`config.mk`:
```
export PLATFORM = sky130hd
export DESIGN_NAME = spi_slave_param_flat
export DESIGN_NICKNAME = d
export VERILOG_FILES = /design/src/rtl/spi_slave_param_if.sv /design/src/rtl/spi_slave_param.sv /design/src/flat_wrapper.sv
export SDC_FILE = /design/constraint.sdc
export NUM_CORES = 1
export LEC_CHECK = 0
export BUFFER_PORTS_ARGS = -buffer_cell sky130_fd_sc_hd__buf_2
export CORE_AREA = 2 2 67 69
export CTS_CLUSTER_DIAMETER = 40
export CTS_CLUSTER_SIZE = 24
export DETAILED_ROUTE_END_ITERATION = 10
export DIE_AREA = 0 0 69 71
export SYNTH_ARGS = -nofsm -noshare
export SYNTH_HDL_FRONTEND = slang
export SYNTH_SLANG_ARGS = --single-unit
export TNS_END_PERCENT = 1
```
`constraint.sdc`:
```
create_clock -name clk -period 4.15 [get_ports clk]
set_input_delay 0.83 -clock clk [delete_from_list [all_inputs] [get_ports clk]]
set_output_delay 0.83 -clock clk [all_outputs]
set_load 0.005 [all_outputs]
```
`src/rtl/spi_slave_param_if.sv`:
```
// Bus bundle between the SPI slave front-end and its environment (SPI master pins plus RAM data port).
interface spi_slave_param_if #(
  parameter int DATA_W = 8
);
  logic              SS_n;
  logic              MOSI;
  logic              MISO;
  logic [DATA_W-1:0] tx_data;
  logic              tx_valid;
  logic [DATA_W+1:0] rx_data;
  logic              rx_valid;
  logic              frame_err;

  modport master (
    output SS_n, MOSI, tx_data, tx_valid,
    input  MISO, rx_data, rx_valid, frame_err
  );

  modport slave (
    input  SS_n, MOSI, tx_data, tx_valid,
    output MISO, rx_data, rx_valid, frame_err
  );
endinterface

```
`src/rtl/spi_slave_param.sv`:
```
// Parametrised SPI slave front-end for the SPI-to-RAM path, sampled on clk.
// Optional aborted-frame detection on frame_err is built when SPI_SLAVE_FRAME_ERR_EN is defined.
//
// state     | meaning
// ----------+-------------------------------------------------------------
// IDLE      | waiting for SS_n low
// CHK_CMD   | sampling cmd MSB, choosing write / read-address / read-data
// WRITE     | shifting a write-address or write-data frame
// READ_ADD  | shifting a read-address frame, arms rd_addr_seen
// READ_DATA | shifting a read-data request frame
// TX_WAIT   | waiting for tx_valid from the RAM
// TX_SHIFT  | driving tx_data onto MISO, MSB first
module spi_slave_param #(
  parameter int   DATA_W    = 8,
  parameter logic MISO_IDLE = 1'b0
) (
  input logic              clk,
  input logic              rst,
  spi_slave_param_if.slave bus
);
  localparam int FRAME_W = DATA_W + 2;
  localparam int CNT_W   = $clog2(FRAME_W);
  localparam logic [CNT_W-1:0] LAST_RX = CNT_W'(FRAME_W - 1);
  localparam logic [CNT_W-1:0] LAST_TX = CNT_W'(DATA_W - 1);

  typedef enum logic [2:0] {
    IDLE      = 3'd0,
    CHK_CMD   = 3'd1,
    WRITE     = 3'd2,
    READ_ADD  = 3'd3,
    READ_DATA = 3'd4,
    TX_WAIT   = 3'd5,
    TX_SHIFT  = 3'd6
  } state_t;

  state_t             state;
  logic [FRAME_W-1:0] rx_shreg;
  logic [FRAME_W-1:0] rx_data_q;
  logic [DATA_W-1:0]  tx_shreg;
  logic [CNT_W-1:0]   bit_cnt;
  logic               done;
  logic               rx_valid_q;
  logic               miso_q;
  logic               rd_addr_seen;
`ifdef SPI_SLAVE_FRAME_ERR_EN
  logic               frame_err_q;
`endif

  always_ff @(posedge clk) begin
    if (rst) begin
      state        <= IDLE;
      rx_shreg     <= '0;
      rx_data_q    <= '0;
      tx_shreg     <= '0;
      bit_cnt      <= '0;
      done         <= 1'b0;
      rx_valid_q   <= 1'b0;
      miso_q       <= MISO_IDLE;
      rd_addr_seen <= 1'b0;
`ifdef SPI_SLAVE_FRAME_ERR_EN
      frame_err_q  <= 1'b0;
`endif
    end else begin
      rx_valid_q <= 1'b0;
`ifdef SPI_SLAVE_FRAME_ERR_EN
      frame_err_q <= 1'b0;
`endif
      if (state != IDLE && bus.SS_n) begin
        // done is low exactly while a frame or a read-out is still incomplete
        state   <= IDLE;
        bit_cnt <= '0;
        done    <= 1'b0;
        miso_q  <= MISO_IDLE;
`ifdef SPI_SLAVE_FRAME_ERR_EN
        frame_err_q <= ~done;
`endif
      end else begin
        case (state)
          IDLE: begin
            if (!bus.SS_n) state <= CHK_CMD;
          end
          CHK_CMD: begin
            rx_shreg <= {rx_shreg[FRAME_W-2:0], bus.MOSI};
            bit_cnt  <= CNT_W'(1);
            if (!bus.MOSI)        state <= WRITE;
            else if (rd_addr_seen) state <= READ_DATA;
            else                   state <= READ_ADD;
          end
          WRITE, READ_ADD, READ_DATA: begin
            if (!done) begin
              rx_shreg <= {rx_shreg[FRAME_W-2:0], bus.MOSI};
              if (bit_cnt == LAST_RX) begin
                rx_data_q  <= {rx_shreg[FRAME_W-2:0], bus.MOSI};
                rx_valid_q <= 1'b1;
                if (state == READ_ADD) rd_addr_seen <= 1'b1;
                if (state == READ_DATA) begin
                  state   <= TX_WAIT;
                  bit_cnt <= '0;
                end else begin
                  done <= 1'b1;
                end
              end else begin
                bit_cnt <= bit_cnt + CNT_W'(1);
              end
            end
          end
          TX_WAIT: begin
            if (bus.tx_valid) begin
              tx_shreg <= {bus.tx_data[DATA_W-2:0], 1'b0};
              miso_q   <= bus.tx_data[DATA_W-1];
              bit_cnt  <= '0;
              state    <= TX_SHIFT;
            end
          end
          TX_SHIFT: begin
            if (!done) begin
              if (bit_cnt == LAST_TX) begin
                miso_q       <= MISO_IDLE;
                rd_addr_seen <= 1'b0;
                done         <= 1'b1;
              end else begin
                miso_q   <= tx_shreg[DATA_W-1];
                tx_shreg <= {tx_shreg[DATA_W-2:0], 1'b0};
                bit_cnt  <= bit_cnt + CNT_W'(1);
              end
            end
          end
          default: state <= IDLE;
        endcase
      end
    end
  end

  assign bus.rx_data  = rx_data_q;
  assign bus.rx_valid = rx_valid_q;
  assign bus.MISO     = miso_q;
`ifdef SPI_SLAVE_FRAME_ERR_EN
  assign bus.frame_err = frame_err_q;
`else
  assign bus.frame_err = 1'b0;
`endif

endmodule

```
`src/flat_wrapper.sv`:
```
// flat-port wrapper written by rule: the top's interface ports become plain ports
module spi_slave_param_flat 
#(
  parameter int   DATA_W    = 8,
  parameter logic MISO_IDLE = 1'b0
)
  (clk, rst, bus_SS_n, bus_MOSI, bus_tx_data, bus_tx_valid, bus_MISO, bus_rx_data, bus_rx_valid, bus_frame_err);
  spi_slave_param_if #(.DATA_W(DATA_W)) bus_i ();
  input logic clk;
  input logic rst;
  input wire logic [$bits(bus_i.SS_n)-1:0] bus_SS_n;
  input wire logic [$bits(bus_i.MOSI)-1:0] bus_MOSI;
  input wire logic [$bits(bus_i.tx_data)-1:0] bus_tx_data;
  input wire logic [$bits(bus_i.tx_valid)-1:0] bus_tx_valid;
  output wire logic [$bits(bus_i.MISO)-1:0] bus_MISO;
  output wire logic [$bits(bus_i.rx_data)-1:0] bus_rx_data;
  output wire logic [$bits(bus_i.rx_valid)-1:0] bus_rx_valid;
  output wire logic [$bits(bus_i.frame_err)-1:0] bus_frame_err;
  assign bus_i.SS_n = bus_SS_n;
  assign bus_i.MOSI = bus_MOSI;
  assign bus_i.tx_data = bus_tx_data;
  assign bus_i.tx_valid = bus_tx_valid;
  assign bus_MISO = bus_i.MISO;
  assign bus_rx_data = bus_i.rx_data;
  assign bus_rx_valid = bus_i.rx_valid;
  assign bus_frame_err = bus_i.frame_err;
  spi_slave_param #(.DATA_W(DATA_W), .MISO_IDLE(MISO_IDLE)) u_core (.clk(clk), .rst(rst), .bus(bus_i));
endmodule
```
=== Word-level counts from Yosys, hierarchy flattened ===
Cells that the tools add are included.

* Register bits: 38
* Input port bits: 13
* Output and inout port bits: 13

* Add/sub/neg operators: 1
* Equal/unequal tests: 18
* Mux-type cells: 38
* Bitwise operators: 4
* Reduce and logical (&&, ||, !) cells: 17

{| class="wikitable"
|+ Operators with widths
! operator !! count
|-
| 4-bit two-way mux || 6
|-
| 8-bit two-way mux || 3
|-
| 3-bit two-way mux || 7
|-
| 9-bit one-hot mux with 2 select lines || 1
|-
| 4-bit one-hot mux with 4 select lines || 1
|-
| 8-bit one-hot mux with 2 select lines || 1
|-
| 3-bit one-hot mux with 5 select lines || 1
|-
| 1-bit two-way mux || 14
|-
| 6-bit AND reduction || 2
|-
| 2-bit != test, second input constant || 5
|-
| 3-bit equality test, second input constant || 3
|-
| 9-bit two-way mux || 1
|-
| 2-bit by 1-bit != test with 1-bit output, second input constant || 4
|-
| 7-bit AND reduction || 1
|-
| 3-bit by 2-bit equality test with 1-bit output, second input constant || 2
|-
| 1-bit one-hot mux with 2 select lines || 3
|-
| 3-bit AND reduction || 2
|-
| 2-bit nonzero test || 3
|-
| 5-bit AND reduction || 1
|-
| 4-bit by 1-bit adder with 4-bit output, second input constant || 1
|-
| 4-bit by 3-bit equality test with 1-bit output, second input constant || 1
|-
| 4-bit equality test, second input constant || 1
|-
| 1-bit NOT || 4
|-
| 4-bit AND reduction || 1
|-
| 9 further kinds || 9
|}

=== Logic depth before layout (Yosys ltp) ===
Gate-level depths: netlist of run 1.

* Word-level depth: 5
* Depth in mapped cells: 8

=== Worst setup path after synthesis of run 1 ===
OpenSTA, ideal clock, no wires.

* Path kind: input-to-reg
* Start point: input port bus_tx_valid
* End point: register u_core.bit_cnt[3]
* Setup time: 71 ps
* Arrival: 1,886 ps
* Setup slack: 2,193 ps
* Cell stages on the path: 5
* Path buffers: 0
* Cell sequence: nor2b_1 > a2bb2oi_2 > nand3b_4 > or4_1 > a21oi_1

* Cells in the longest elaborated chain, start to end: 2

{| class="wikitable"
|+ RTL lines
! element !! line !! source
|-
| from (decl) || flat_wrapper.sv:14 || <nowiki>input wire logic [$bits(bus_i.tx_valid)-1:0] bus_tx_valid;</nowiki>
|-
| 2-bit != test (no source line) || n/a ||
|-
| 6-bit AND reduction (no source line) || n/a ||
|-
| to (signal assigned) || spi_slave_param.sv:103 || <nowiki>bit_cnt <= bit_cnt + CNT_W'(1);</nowiki>
|-
| to (signal assigned) || spi_slave_param.sv:124 || <nowiki>bit_cnt <= bit_cnt + CNT_W'(1);</nowiki>
|-
| to (decl) || spi_slave_param.sv:40 || <nowiki>logic [CNT_W-1:0] bit_cnt;</nowiki>
|}

No other way between the ends.
A chain may end at the register's enable or synchronous reset.

=== Worst setup path in the final report of run 1 ===
* Start point: register u_core.state[1]
* End point: register u_core.tx_shreg[5]

* Cells in the longest elaborated chain, start to end: 4
* Elaborated cells on any way between the ends: 11
* Those cells by class: eq/ne (5); mux (1); bitwise (1); reduce/logical (4)

{| class="wikitable"
|+ RTL lines
! element !! line !! source
|-
| from (decl) || spi_slave_param.sv:36 || <nowiki>state_t state;</nowiki>
|-
| from (signal assigned) || spi_slave_param.sv:51 || <nowiki>state <= IDLE;</nowiki>
|-
| from (signal assigned) || spi_slave_param.sv:70 || <nowiki>state <= IDLE;</nowiki>
|-
| from (signal assigned) || spi_slave_param.sv:80 || <nowiki>if (!bus.SS_n) state <= CHK_CMD;</nowiki>
|-
| branches (longest 4 deep; another with 5-bit AND reduction) || n/a ||
|-
| to (signal assigned) || spi_slave_param.sv:109 || <nowiki>tx_shreg <= {bus.tx_data[DATA_W-2:0], 1'b0};</nowiki>
|-
| to (signal assigned) || spi_slave_param.sv:123 || <nowiki>tx_shreg <= {tx_shreg[DATA_W-2:0], 1'b0};</nowiki>
|-
| to (decl) || spi_slave_param.sv:39 || <nowiki>logic [DATA_W-1:0] tx_shreg;</nowiki>
|}

Several ways; the timed one is not identified.

==> summary.md, run 1 <==
| Metric | Value |
|---|---|
| Initial antenna violation count | 0 |
| Syn_nets | 220 |
| Worst Path Arrival | 2580 ps |
| Synth Warn # | 0 |
| CTS Buffer Depth | 2 |
| CTS clk-pin slew, worst paths | 70 ps |
| PnR worst setup slack | 1770 ps |
| Layout Area Growth over Synthesis | 11.6% |
| Pin count of the biggest net entering global routing | 31 |
| Cell row count | 24 |
| Hpwl dp | 2340 um |
| Diode count | 0 |
| # IOs | 26 |
| Worst IR Drop VDD | 172 uV |
| LEAKAGE | 0.000971 uW |
| CTS H-Tree Depth | 2 |
| Post-cts resize count | 0 |
| Share of layout cells above drive strength 1 | 18.0% |
| Postcts setup bufs | 0 |
| DRT iter0 DRCs | 75 |
| Sequential area share after synthesis | 40.4% |
| Synth top area cells | dfxtp_1 40%, mux2i_1 11%, nor2_1 7.4% |
| Ys flop type | dfxtp_1 |
| Residual DRC | 0 |
| IO Port Bufs | 24 |
| Vias | 1426 |
| Setup violators final | 0 |
| Flop pwr share | 44.6% |
| Gp weighted congestion | 0.723 |
| Post-route minimum period | 2380 ps |
| NetSw | 308 uW |
| Worst-path maximum fanout | 28 |
| Top-area cell type share of the netlist area | 40.4% |
| Cell area after synthesis | 1830 um2 |
| Slew headroom | 28.7% |
| Int Power | 662 uW |
| Actual slew at the worst max-slew pin | 1070 ps |
| Ys async rst share | 0% |
| Antenna-violating nets left | 0 |
| Max-cap viol count | 0 |
| Simple-Gate Fraction of Synth Area | 25.9% |
| Clk root buf | clkbuf_8 |
| Yosys cell types | 44 |
| Final Cycle Share | 57.3% |
| Skew final | 4.51 ps |
| Most frequent cell after synthesis | dfxtp_1 |
| DRT Pass-1 Iters | 5 |
| Global-route wire length before repair | 6020 um |
| Setup TNS Final | 0 ps |
| Data required, critical path | 4350 ps |
| Nets | 237 |
| RSZ-0062 raised after global routing | false |
| Adder-Cell Fraction of Synth Area | 1.36% |
| Status | finished clean |
| Routed len/inst | 12.8 um |
| Initial Util | 43.6% |
| Startpoint types | flip-flop |
| Core footprint | 4200 um2 |
| GR Overflow Total | 0 |
| Die height | 71 um |
| Synth Instances | 205 |
| Vias in the first global route | 1329 |
| FMAX | 421 MHz |
| #FFs+latches synth | 37 |
| Drt total wl | 3520 um |
| CTS buffer count | 5 |
| Sink Count | 37 |
| Post-Synth XOR/XNOR Area | 0% |
| TritonCTS clock tree | built |
| Synth cell count leaders | 37 x dfxtp_1, 36 x nor2_1, 20 x mux2i_1 |
| Place WS | 1770 ps |
| Hold buffers post-CTS | 0 |
| Clk Latency, worst-skew pair | 290 ps |
| Sw Share | 31.8% |
| Power Dens Cells | 474 nW/um2 |
| Max-slew violations | 0 |
| EDFF count, synth | 0 |
| Worst hold path type | reg -> reg |
| # fillers | 423 |
| Die Area | 4900 um2 |
| Synth area leader | dfxtp_1 |
| Final Hold Vio Count | 0 |
| Setup Crit Path Kind | reg -> reg |
| Comb pwr share | 24.0% |
| CP Capture Type | flip-flop |
| Routed vias/inst | 5.20 |
| Combinational family with the most area after synthesis | simple AND/OR/NAND/NOR gates |
| Avg Inst Size Synth | 8.95 um2 |
| Compound-Gate Fraction of Synth Area | 15.2% |
| Tot GR Track Use | 15.3% |
| Mux cell area share after synthesis | 11.5% |
| Die Span X | 69 um |
| Clock network fraction of total power | 31.4% |
logic make-up (layout without fill, tap and decap cells):
family,Yosys count,after routing
AND/OR/NAND/NOR,88,88
AO/OA/AOI/OAI,37,37
flip-flops,37,37
multiplexers,21,21
buffers and inverters,19,36
adder cells (fa/ha/maj),2,2
other,1,1
sequential cells by signal (all words and copies together), names as in the netlist:
| signal | flops |
|---|---|
| u_core.bit_cnt | 4 |
| u_core.rd_addr_seen | 1 |
| u_core.done | 1 |
| u_core.state | 3 |
| u_core.bus.rx_valid | 1 |
| u_core.rx_shreg | 9 |
| u_core.tx_shreg | 7 |
| u_core.bus.rx_data | 10 |
| u_core.bus.MISO | 1 |
worst max-delay path, cell delays in order, from the launching register on:
cell and delay, ps:
dfxtp_1 920, nor3b_1 270, o21ai_1 140, nor3_2 610, nor2_1 90, a311oi_1 260
worst paths after layout:
path	from	endpoint	slack, ps	cells after the start
max	u_core.state[1]	u_core.tx_shreg[5]	1770	5
min	u_core.tx_shreg[1]	u_core.tx_shreg[1]	480	2
max reg2reg	u_core.state[1]	u_core.tx_shreg[5]	1770	5
min reg2reg	u_core.tx_shreg[1]	u_core.tx_shreg[1]	480	2
routing by layer:
metal / global-route usage [%] / routed length [um] / vias up
met4: 7.19 / 40 / 0
met3: 4.84 / 137 / 4
met5: 0 / 0 / -
li1: - / - / 748
met1: 19.9 / 1790 / 654
met2: 23.3 / 1550 / 20
cell usage in the layout, fill, tap and decap left out, drive strengths merged, types with 2 or more instances in the layout:
cell type | Yosys | routed
nor3 | 5 | 5
ha | 2 | 2
mux2i | 20 | 20
o21bai | 2 | 2
o211ai | 2 | 2
a2bb2oi | 2 | 2
clkbuf | 4 | 5
buf | 11 | 25
nand3 | 10 | 10
o31ai | 2 | 2
dfxtp | 37 | 37
nor2b | 6 | 6
nor2 | 36 | 36
o21ai | 7 | 7
inv | 4 | 4
or3 | 2 | 2
nand2 | 13 | 13
a21oi | 10 | 10
nand2b | 3 | 3
a311oi | 6 | 6
nand3b | 5 | 5
area by class of cell:
cell class / count / area (um2) / area share [%]
clock inverters: 2 / 35.0 / 1.71
multi-input cells: 149 / 995 / 48.6
well taps: 52 / 65.1 / 3.18
inverters: 4 / 15.0 / 0.733
repair buffers: 25 / 128 / 6.23
clock buffers: 5 / 68.8 / 3.36
flip-flops and latches: 37 / 741 / 36.2
per-stage QoR:
step           utilization, %  instance area [um2]  total power [uW]  hold slack, ps  instances
4_1_cts                  48.7                 2050               980             488        274
5_1_grt                  48.7                 2050              1030             512        274
3_3_place_gp             46.2                 1940               673             473        267
6_report                 48.7                 2050               970             483        274
2_1_floorplan               -                 1830               637             446        205
3_5_place_dp             46.2                 1940               674             478        267
power by group through the flow:
stage,combinational [uW],clock (uW),sequential [uW]
after floorplan,240,0,397
final,233,305,432
after CTS,234,313,433
after global routing,260,328,442
after global placement,230,0,443
after detailed placement,233,0,441
Note: power is estimated with default switching activity, not from simulation.
==> run 2, diff against run 1 <==
- ABC_AREA: default -> 1
- CORE_AREA: 2 2 67 69 -> 2 2 68 70
- DIE_AREA: 0 0 69 71 -> 0 0 70 72
- PLACE_DENSITY: default -> 0.65
- clock period: 4.15 -> 1.9 ns (I/O delays scaled with it)
==> run 2 against run 1 <==
Compared with the run above:
- sequential power is 120% higher
- critical path type unchanged
- largest cell class unchanged
- synthesized cell count is 27% higher
- register-to-register slack worse by 1500 ps
- global-route usage is 1.0 points higher
- critical endpoint is now u_core.rx_shreg[7]
==> summary.md, run 2 <==
| Metric | Value |
|---|---|
| Status | finished clean |
| DRT Pass-1 Iters | 4 |
| Synth top area cells | dfxtp_1 40%, nand2_1 12%, nor2_1 7.1% |
| Skew final | 5.70 ps |
| Die Area | 5040 um2 |
| Cell area after synthesis | 1850 um2 |
| Sequential area share after synthesis | 40.1% |
| Slowest CP cell | dfxtp_2 |
| FMAX | 619 MHz |
| Placed Area | 2000 um2 |
| #FFs+latches synth | 37 |
| Final Hold Vio Count | 0 |
| LEAKAGE | 0.000961 uW |
| Top-area cell type share of the netlist area | 40.1% |
| Worst Path Arrival | 1790 ps |
| Clk Latency, worst-skew pair | 290 ps |
| Max-slew violations | 0 |
| Data required, critical path | 2070 ps |
| GR Overflow Total | 0 |
| Synth cell count leaders | 57 x nand2_1, 37 x dfxtp_1, 35 x nor2_1 |
| Startpoint types | flip-flop |
| Routed len/inst | 11.4 um |
| Synth Warn # | 0 |
| Initial antenna violation count | 0 |
| PnR worst setup slack | 285 ps |
| Critical Path, Cell by Cell | inv_2, nand2_2, o21ai_4, a21oi_4, nand2_2, nand2_1, a21oi_1 |
| Top delay family on crit path | compound AO/OA/AOI/OAI gates |
| Simple-Gate Fraction of Synth Area | 34.6% |
| Yosys cell types | 31 |
| RSZ-0062 raised after global routing | false |
| Sink Count | 37 |
| Synth Instances | 260 |
| CP Capture Type | flip-flop |
| Core footprint | 4260 um2 |
| Total power | 2500 uW |
| Die Span X | 70 um |
| Compound-Gate Fraction of Synth Area | 14.8% |
| Place WS | 159 ps |
| Setup Crit Path Kind | reg -> reg |
| DRT iter0 DRCs | 108 |
| Cell with the most instances on the worst path | nand2_2 |
| Max-cap viol count | 0 |
| Routed vias/inst | 4.97 |
| Final instance area | 2110 um2 |
| Diode count | 0 |
| Avg Inst Size Synth | 7.11 um2 |
| # IOs | 26 |
| Multi-input combinational cell area | 951 um2 |
| Residual DRC | 0 |
| Global-route wire length before repair | 6640 um |
| Worst hold path type | in -> reg |
| Final Cycle Share | 85.0% |
| Post-Synth XOR/XNOR Area | 0.474% |
| Pin count of the biggest net entering global routing | 18 |
| Postcts setup bufs | 0 |
| Setup violators final | 0 |
| CTS clk-pin slew, worst paths | 80 ps |
| Inst Count DP | 332 |
| Ys async rst share | 0% |
| Worst IR Drop VDD | 523 uV |
| Ys flop type | dfxtp_1 |
| Hpwl dp | 2830 um |
| IO Port Bufs | 24 |
| # fillers | 449 |
| WP buf/inv | 1 |
| Register Area | 742 um2 |
| Most frequent cells in the layout | 57 x nand2_1, 36 x dfxtp_1, 35 x nor2_1, 26 x nand3_1, 24 x buf_2 |
| Post-route minimum period | 1620 ps |
| CTS buffer count | 5 |
| Drt total wl | 3880 um |
| CTS H-Tree Depth | 2 |
| Share of layout cells above drive strength 1 | 20.6% |
| Gp weighted congestion | 0.936 |
| Initial Util | 43.4% |
| Power Dens Cells | 1180 nW/um2 |
| Mux cell area share after synthesis | 0% |
| Nets | 302 |
| Adder-Cell Fraction of Synth Area | 1.35% |
| Clk root buf | clkbuf_8 |
| Synth area leader | dfxtp_1 |
| Syn_nets | 275 |
| Most frequent cell after synthesis | nand2_1 |
| Antenna-violating nets left | 0 |
| Combinational family with the most area after synthesis | simple AND/OR/NAND/NOR gates |
| Setup TNS Final | 0 ps |
| Worst-path maximum fanout | 12 |
| Layout Area Growth over Synthesis | 14.0% |
| EDFF count, synth | 0 |
| Critical Path Max Stage Delay | 470 ps |
| Layout Cells excl Fill | 339 |
| Tot GR Track Use | 16.3% |
| Vias in the first global route | 1487 |
| CTS Buffer Depth | 2 |
| Vias | 1685 |
| Commonest non-fill, non-tap cell in the layout | nand2_1 |
| Die height | 72 um |
| TritonCTS clock tree | built |
| Max reg flops | 10 |
| Cell row count | 24 |
[run 2: changes by cell type after synthesis, moves of 3 or more]
cell / previous run / this run
nand2_1: 13 / 57
mux2i_1: 20 / 0
nand3_1: 10 / 26
inv_1: 4 / 18
o21ai_0: 4 / 16
a21oi_1: 10 / 20
a311oi_1: 6 / 0
buf_2: 7 / 1
inv_2: 0 / 6
nand2_2: 0 / 6
nor2b_1: 6 / 0
nand2b_1: 3 / 0
nand3b_4: 3 / 0
[run 2: cell type report]
| cell class | instances | share of cell area (%) |
|---|---|---|
| repair buffers | 28 | 7.12 |
| inverters | 25 | 4.57 |
| clock inverters | 2 | 1.66 |
| flip-flops and latches | 37 | 35.2 |
| clock buffers | 5 | 3.26 |
| multi-input cells | 190 | 45.1 |
| well taps | 52 | 3.09 |
[run 2: kinds of logic (layout without fill, tap and decap cells)]
| group | after synthesis | in the layout |
|---|---|---|
| xor+xnor | 1 | 1 |
| buf+inv | 33 | 60 |
| fa+ha+maj | 2 | 2 |
| compound gates | 46 | 46 |
| other cells | 1 | 1 |
| simple gates | 140 | 140 |
| flops | 37 | 37 |
[run 2: power by group]
group	switching, uW	leakage [uW]	internal [uW]
clock	278	0.0000540	381
combinational	578	0.000608	296
sequential	92.5	0.000300	870
[run 2: path summary, 6_finish.rpt]
path                            cells past startpoint          startpoint                  to  slack, ps
worst max-delay path                                7     u_core.state[2]  u_core.rx_shreg[7]        280
worst min-delay path                                3      bus_tx_data[0]  u_core.tx_shreg[1]        360
worst max register to register                      7     u_core.state[2]  u_core.rx_shreg[7]        280
worst min register to register                      2  u_core.tx_shreg[1]  u_core.tx_shreg[1]        460
[run 2: repair_timing]
| item | CTS | global route |
|---|---|---|
| endpoints found under the setup margin | 0 | 2 |
| hold buffers | 0 | 0 |
| gates resized for setup | 0 | 1 |
[run 2: metrics by stage]
| step | hold WS, ps | utilization (%) |
|---|---|---|
| 3_3_place_gp | 452 | 47.0 |
| 3_5_place_dp | 455 | 47.0 |
| 5_1_grt | 373 | 49.4 |
| 2_1_floorplan | 436 | - |
| 4_1_cts | 360 | 49.4 |
| 6_report | 362 | 49.4 |
[run 2: worst reg2reg max path, stage by stage (launching register included)]
cell,delay [ps]
dfxtp_2,470
inv_2,70
nand2_2,160
o21ai_4,140
a21oi_4,300
nand2_2,190
nand2_1,110
a21oi_1,60
[run 2: layer usage]
metal | track usage (%) | vias to the layer above | part of all wire, %
met5 | 0 | - | 0
met2 | 26.9 | 28 | 46
met4 | 5.13 | 0 | 1.3
met1 | 20.7 | 759 | 48
met3 | 5.00 | 5 | 4.2
li1 | - | 893 | -
